### src/rtl/bcd_serial_adder.sv
// Digit-serial packed-BCD adder/subtractor: one digit per clock, LSD first,
// with ten's-complement subtract, carry/borrow chaining and an invalid-digit flag.
module bcd_serial_adder #(
  parameter int unsigned DIGITS = 4
) (
  input  logic                clk,
  input  logic                rst_n,
  input  logic                start,
  input  logic                sub,
  input  logic [4*DIGITS-1:0] a,
  input  logic [4*DIGITS-1:0] b,
  input  logic                cin,
  output logic                busy,
  output logic                done,
  output logic [4*DIGITS-1:0] sum,
  output logic                cout,
  output logic                invalid
);

  localparam int unsigned W  = 4 * DIGITS;
  localparam int unsigned CW = (DIGITS > 1) ? $clog2(DIGITS) : 1;

  typedef enum logic [1:0] {
    IDLE   = 2'd0,
    RUN    = 2'd1,
    DONE_S = 2'd2
  } state_t;

  state_t          state;
  state_t          state_nxt;
  logic            accept;
  logic            last;
  logic [CW-1:0]   cnt;
  logic [W-1:0]    a_q;
  logic [W-1:0]    b_q;
  logic            sub_q;
  logic            carry;
  logic            invalid_r;
  logic            any_bad;
  logic [3:0]      a_d;
  logic [3:0]      b_d;
  logic [3:0]      bd;
  logic [4:0]      t;
  logic [3:0]      digit;
  logic            carry_nxt;
  logic [W-1:0]    sum_nxt;
  logic            busy_nxt;
  logic            done_nxt;

  assign accept = start && (state != RUN);
  assign last   = (cnt == CW'(DIGITS - 1));

  // State register
  always_ff @(posedge clk or negedge rst_n) begin
    if (!rst_n) state <= IDLE;
    else        state <= state_nxt;
  end

  // Next-state logic: start is ignored while digits are in flight
  always_comb begin
    state_nxt = state;
    case (state)
      IDLE:    if (start) state_nxt = RUN;
      RUN:     if (last) state_nxt = DONE_S;
      DONE_S:  state_nxt = start ? RUN : IDLE;
      default: state_nxt = IDLE;
    endcase
  end

  // Output decode of the upcoming state, so busy/done can be registered
  always_comb begin
    busy_nxt = 1'b0;
    done_nxt = 1'b0;
    case (state_nxt)
      RUN:     busy_nxt = 1'b1;
      DONE_S:  done_nxt = 1'b1;
      default: ;
    endcase
  end

  // Registered handshake outputs
  always_ff @(posedge clk or negedge rst_n) begin
    if (!rst_n) begin
      busy <= 1'b0;
      done <= 1'b0;
    end else begin
      busy <= busy_nxt;
      done <= done_nxt;
    end
  end

  // Flag any non-decimal nibble on the operands being accepted
  always_comb begin
    any_bad = 1'b0;
    for (int unsigned i = 0; i < DIGITS; i++) begin
      if ((a[4*i +: 4] > 4'd9) || (b[4*i +: 4] > 4'd9)) any_bad = 1'b1;
    end
  end

  // Single digit adder with +6 decimal correction; subtract uses 9's complement of b
  always_comb begin
    a_d       = a_q[3:0];
    b_d       = b_q[3:0];
    bd        = sub_q ? 4'(4'd9 - b_d) : b_d;
    t         = 5'(a_d) + 5'(bd) + 5'(carry);
    digit     = t[3:0];
    carry_nxt = 1'b0;
    if (t > 5'd9) begin
      digit     = 4'(t + 5'd6);
      carry_nxt = 1'b1;
    end
  end

  // Place the current digit into its slot of the result
  always_comb begin
    sum_nxt = sum;
    for (int unsigned i = 0; i < DIGITS; i++) begin
      if (cnt == CW'(i)) sum_nxt[4*i +: 4] = digit;
    end
  end

  // Operand capture, digit sequencing and result registers
  always_ff @(posedge clk or negedge rst_n) begin
    if (!rst_n) begin
      a_q       <= '0;
      b_q       <= '0;
      sub_q     <= 1'b0;
      carry     <= 1'b0;
      invalid_r <= 1'b0;
      cnt       <= '0;
      sum       <= '0;
      cout      <= 1'b0;
      invalid   <= 1'b0;
    end else if (accept) begin
      a_q       <= a;
      b_q       <= b;
      sub_q     <= sub;
      carry     <= sub ? ~cin : cin;
      invalid_r <= any_bad;
      cnt       <= '0;
    end else if (state == RUN) begin
      a_q   <= a_q >> 4;
      b_q   <= b_q >> 4;
      carry <= carry_nxt;
      cnt   <= cnt + CW'(1);
      sum   <= sum_nxt;
      if (last) begin
        invalid <= invalid_r;
        cout    <= invalid_r ? 1'b0 : carry_nxt;
        if (invalid_r) sum <= '0;
      end
    end
  end

endmodule
### config.mk
export PLATFORM = sky130hd
export DESIGN_NAME = bcd_serial_adder
export DESIGN_NICKNAME = d
export VERILOG_FILES = /design/src/rtl/bcd_serial_adder.sv
export SDC_FILE = /design/constraint.sdc
export NUM_CORES = 1
export LEC_CHECK = 0
export CORE_MARGIN = 1
export CORE_UTILIZATION = 46
export DETAILED_ROUTE_END_ITERATION = 16
export MAX_ROUTING_LAYER = met4
export PLACE_DENSITY = 0.75
export SETUP_SLACK_MARGIN = 0.4
export SLEW_MARGIN = 10
export SYNTH_ARGS = -nofsm -noshare
export SYNTH_HDL_FRONTEND = slang
export SYNTH_SLANG_ARGS = --single-unit
### constraint.sdc
create_clock -name clk -period 2.9 [get_ports clk]
set_clock_uncertainty 0.15 [all_clocks]
set_input_delay 0.58 -clock clk [delete_from_list [all_inputs] [get_ports clk]]
set_output_delay 0.58 -clock clk [all_outputs]
set_load 0.02 [all_outputs]
# Yosys cells after proc, flatten, opt, wreduce, memory -nomap -nowiden
# Index checks and enable logic that the tools add are counted.
# word_totals
in_bits	37
output_inout_bits	20
ff_bits	59
word_cells	75
# classes
reduce_logical	10
addsub	5
n_mux	29
eq_ne	8
bitwise_logic	2
order_cmp	9
# ops
cell	n
16-bit two-way mux	6
4-bit greater-than comparator, second input constant	8
4-bit two-way mux	6
1-bit two-way mux	12
2-bit == test, second input constant	4
2-bit two-way mux	4
2-bit by 1-bit == test with 1-bit output, second input constant	3
2-bit one-hot mux with 3 select lines	1
4-bit by 4-bit adder with 5-bit output	1
5-bit by 1-bit adder with 5-bit output	1
5-bit by 4-bit greater-than comparator with 1-bit output, second input constant	1
4-bit by 3-bit adder with 4-bit output, second input constant	1
2-bit logical NOT	2
1-bit logical OR	4
4-bit subtractor, first input constant	1
3-bit AND reduction	1
2-bit by 1-bit adder with 2-bit output, second input constant	1
2-bit by 1-bit inequality test with 1-bit output, second input constant	1
1-bit inverter	2
2-bit AND reduction	1
2-bit nonzero test	1
1-bit logical AND	1

# Longest topological paths before layout
# depth
depth_word	9
mapped_depth	11
ltp_nobuf	11

# Worst setup path after synthesis
# OpenSTA, ideal clock, no wires.
# synth_timing
path_type	register to register
start	reg sub_q
end	reg sum[10]
period_less_slack_ns	2.705
path_buffers	0
path_slack_ns	0.195
path_stages_with_launch	11
arrival_ns	2.434
required_time_ns	2.628
setup_time_ns	0.122
path_cell_list	dfrtp_1 xnor2_1 fa_1 inv_1 fa_1 xnor2_1 ha_1 a22oi_1 a31oi_4 nand2_1 a32o_1
# synth_via
elab_chain_len	8
word_cells_on_any_way	9
cone_classes	3 x add/sub; 1 x order compare; 5 x mux
# synth_lines
item	line	source
start: declaration	36	logic sub_q;
start signal: assignment	137	sub_q <= sub;
4-bit two-way mux *	104	bd = sub_q ? 4'(4'd9 - b_d) : b_d;
4-bit by 4-bit adder with 5-bit output *	105	t = 5'(a_d) + 5'(bd) + 5'(carry);
5-bit by 1-bit adder with 5-bit output *	105	
4-bit by 3-bit adder with 4-bit output or 5-bit by 4-bit greater-than comparator with 1-bit output (tied branches)	109, 108	
4-bit two-way mux *	108	if (t > 5'd9) begin
4-bit two-way mux *	118	if (cnt == CW'(i)) sum_nxt[4*i +: 4] = digit;
16-bit two-way mux	150	if (invalid_r) sum <= '0;
16-bit two-way mux *	147	if (last) begin
end signal: assignment	146	sum <= sum_nxt;
end: declaration	15	output logic [4*DIGITS-1:0] sum,
# Every way passes the cells marked *; elsewhere a longest branch is shown, timed or not.
# A chain may end at the register's enable or synchronous reset.

# Final worst setup path
# layout_timing
start	reg sub_q
end	reg sum[14]
# Same word-level chain as after synthesis.

==> impl_metrics.env <==
export IMPL_status="complete, no violations"
export IMPL_hold_violations=0
export IMPL_crit_chain="xnor2_2 -> fa_2 -> inv_2 -> fa_2 -> inv_2 -> ha_4 -> a22oi_2 -> a31oi_4 -> nand2b_4 -> a32o_1"
export IMPL_final_cell_mix="dfrtp_1, clkdlybuf4s50_1, o21ai_0, nand2_1, mux2i_1"
export IMPL_seq_area_sq_um=1480
export IMPL_max_cap_violations=0
export IMPL_synth_area_leader_cell="dfrtp_1"
export IMPL_ys_top_cells_by_area="dfrtp_1, mux2i_1, o21ai_0"
export IMPL_cts_tree="yes"
export IMPL_num_rows=28
export IMPL_top_usage_layer="met2"
export IMPL_port_buffers=56
export IMPL_rr_worst_depth=10
export IMPL_dr_pass1_iters=4
export IMPL_synth_top_area_share_pct=52.3
export IMPL_synth_seq_cells=59
export IMPL_antenna_left=0
export IMPL_die_h_um=80.4
export IMPL_cp_top_family="adder cells"
export IMPL_grt_pass1_wl_mm=10.1
export IMPL_grt_pass1_vias=2146
export IMPL_drive_above_1_share_pct=18.7
export IMPL_diodes=0
export IMPL_critPathMaxStageDelay_ps=550
export IMPL_dpl_cell_area_sq_um=3500
export IMPL_crit_buf_inv=2
export IMPL_setup_viol=0
export IMPL_via_count=2202
export IMPL_drt_wl_total_mm=6.19
export IMPL_synth_nets=310
export IMPL_antenna_found_initial=0
export IMPL_grtUsageMet3_pct=6.36
export IMPL_syn_avg_cell_area_sq_um=10.8
export IMPL_nFillCells=477
export IMPL_met1_usage_pct=26.8
export IMPL_drtIter0Drc=99
export IMPL_final_common_cell="dfrtp_1"
export IMPL_synth_area_sq_um=2820
export IMPL_end_kind="flip-flop"
export IMPL_holdBufCountCts=0
export IMPL_core_sq_um=5920
export IMPL_io_pins=57
export IMPL_hpwlAfterDp_mm=4.23
export IMPL_leakage_nw=1.80
export IMPL_path_class="reg2reg"
export IMPL_dpl_cell_count=384
export IMPL_grt_use_met2_pct=33.9
export IMPL_synth_edff_count=0
export IMPL_yosysSeqAreaShare_pct=52.3
export IMPL_async_flop_share_pct=100
export IMPL_relSlewSlack_pct=51.3
export IMPL_arrival_ps=2770
export IMPL_multi_input_area_sq_um=1380
export IMPL_synth_warning_count=0
export IMPL_fmax_mhz=370
export IMPL_required_ps=2970
export IMPL_htree_levels=3
export IMPL_clock_path_buffers=2
export IMPL_cp_max_fo=5
export IMPL_finalWeightedCongestion=0.867
export IMPL_path_clk_slew_ps=60
export IMPL_vias_per_cell=5.34
export IMPL_fin_crit_sh_pct=93.3
export IMPL_area_delta_synth_final_pct=37.4
export IMPL_peakVddDrop_uv=1220
export IMPL_hp_class="in2async"
export IMPL_grt_overflow_total=0
export IMPL_grt_use_total_pct=21.8
export IMPL_final_cell_area_sq_um=3880
export IMPL_cp_start_kind="flip-flop"
export IMPL_finalCriticalPeriod_ps=2710
export IMPL_netlist_instances=262
export IMPL_numClockSinks=59
export IMPL_ys_types=33
export IMPL_cts_root_buf="clkbuf_8"
export IMPL_fin_setup_tns_ps=0
export IMPL_r2r_start="sub_q"
export IMPL_clock_latency_ps=330
export IMPL_slowest_stage="fa_2"
export IMPL_p_per_area_nw_per_um2=1420
export IMPL_rr_endpoint="sum[14]"
export IMPL_dieArea_sq_um=6460
export IMPL_maxSlewViolCount=0
export IMPL_rrSetupSlack_ps=190
export IMPL_routedWlPerCell_um=15.0
export IMPL_worst_slew_pin_slew_ps=730
export IMPL_drc=0
export IMPL_die_w_um=80.4
export IMPL_grt_max_degree=60
export IMPL_rsz0062_at_grt="true"
export IMPL_start_util_pct=47.7
export IMPL_fin_cells=412
export IMPL_synthFlopType="dfrtp_1"
export IMPL_fin_nets=382
export IMPL_numCtsBuffers=9
power breakdown:
group / switching (mW) / internal [mW]
logic: 1.71 / 1.70
registers: 0.231 / 1.17
clock network: 0.304 / 0.408
worst max-delay path by stage:
stage	from	to	slack, ps	depth (start not counted)
after floorplan	b_q[1]	sum[1]	280	10
after global placement	b_q[1]	sum[5]	180	10
after detailed placement	b_q[1]	sum[5]	90	10
after CTS	b_q[0]	sum[14]	210	10
after global routing	sub_q	sum[2]	120	10
final	sub_q	sum[14]	190	10
Yosys cell counts (all sizes together), types with 4 or more instances:
| library cell | instances |
|---|---|
| nand2 | 34 |
| ha | 9 |
| dfrtp | 59 |
| xnor2 | 5 |
| clkbuf | 10 |
| a22o | 11 |
| inv | 11 |
| mux2i | 32 |
| a32o | 4 |
| nor2 | 12 |
| o21ai | 40 |
| and2 | 4 |
cell type report:
cell class	instances	share of cell area [%]
Multi-Input combinational cell	179	35.6
Sequential cell	59	38.1
Tap cell	75	2.42
Clock inverter	3	1.03
Clock buffer	11	3.65
Inverter	11	1.06
Timing Repair Buffer	74	18.1
cell families after synthesis:
group,Yosys count,share of synthesized area [%]
AO/OA/AOI/OAI,70,16.2
AND/OR/NAND/NOR,59,9.17
flip-flops,59,52.3
multiplexers,34,12.1
buffers and inverters,24,3.28
adder cells (fa/ha/maj),11,5.41
XOR/XNOR,5,1.55
sequential cells by signal (all words and copies together), names as in the netlist, 2 cells and up:
register / count
state: 2
a_q: 16
sum: 16
b_q: 16
cnt: 2
routing by layer:
metal / vias to the layer above / routed length, um
li1: 1064 / -
met5: - / 0
met1: 1055 / 2760
met2: 71 / 3050
met4: 0 / 103
met3: 12 / 284
repair_timing:
action / CTS / global route
resized for setup: 14 / 7
pin swaps: 19 / 15
buffers inserted: 8 / 6
endpoints found under the setup margin: 14 / 14
through the flow:
stage               utilization [%]  hold WS (ps)  setup WS (ps)  power [mW]
floorplan                         -           134            284        3.32
detailed placement             59.1           319           91.3        4.08
global route                   65.5           305            120        5.91
CTS                            64.2           267            209        5.29
finish                         65.5           246            194        5.53
global placement               59.1           309            177        3.99
No activity file was read; power rests on OpenSTA's default activity.
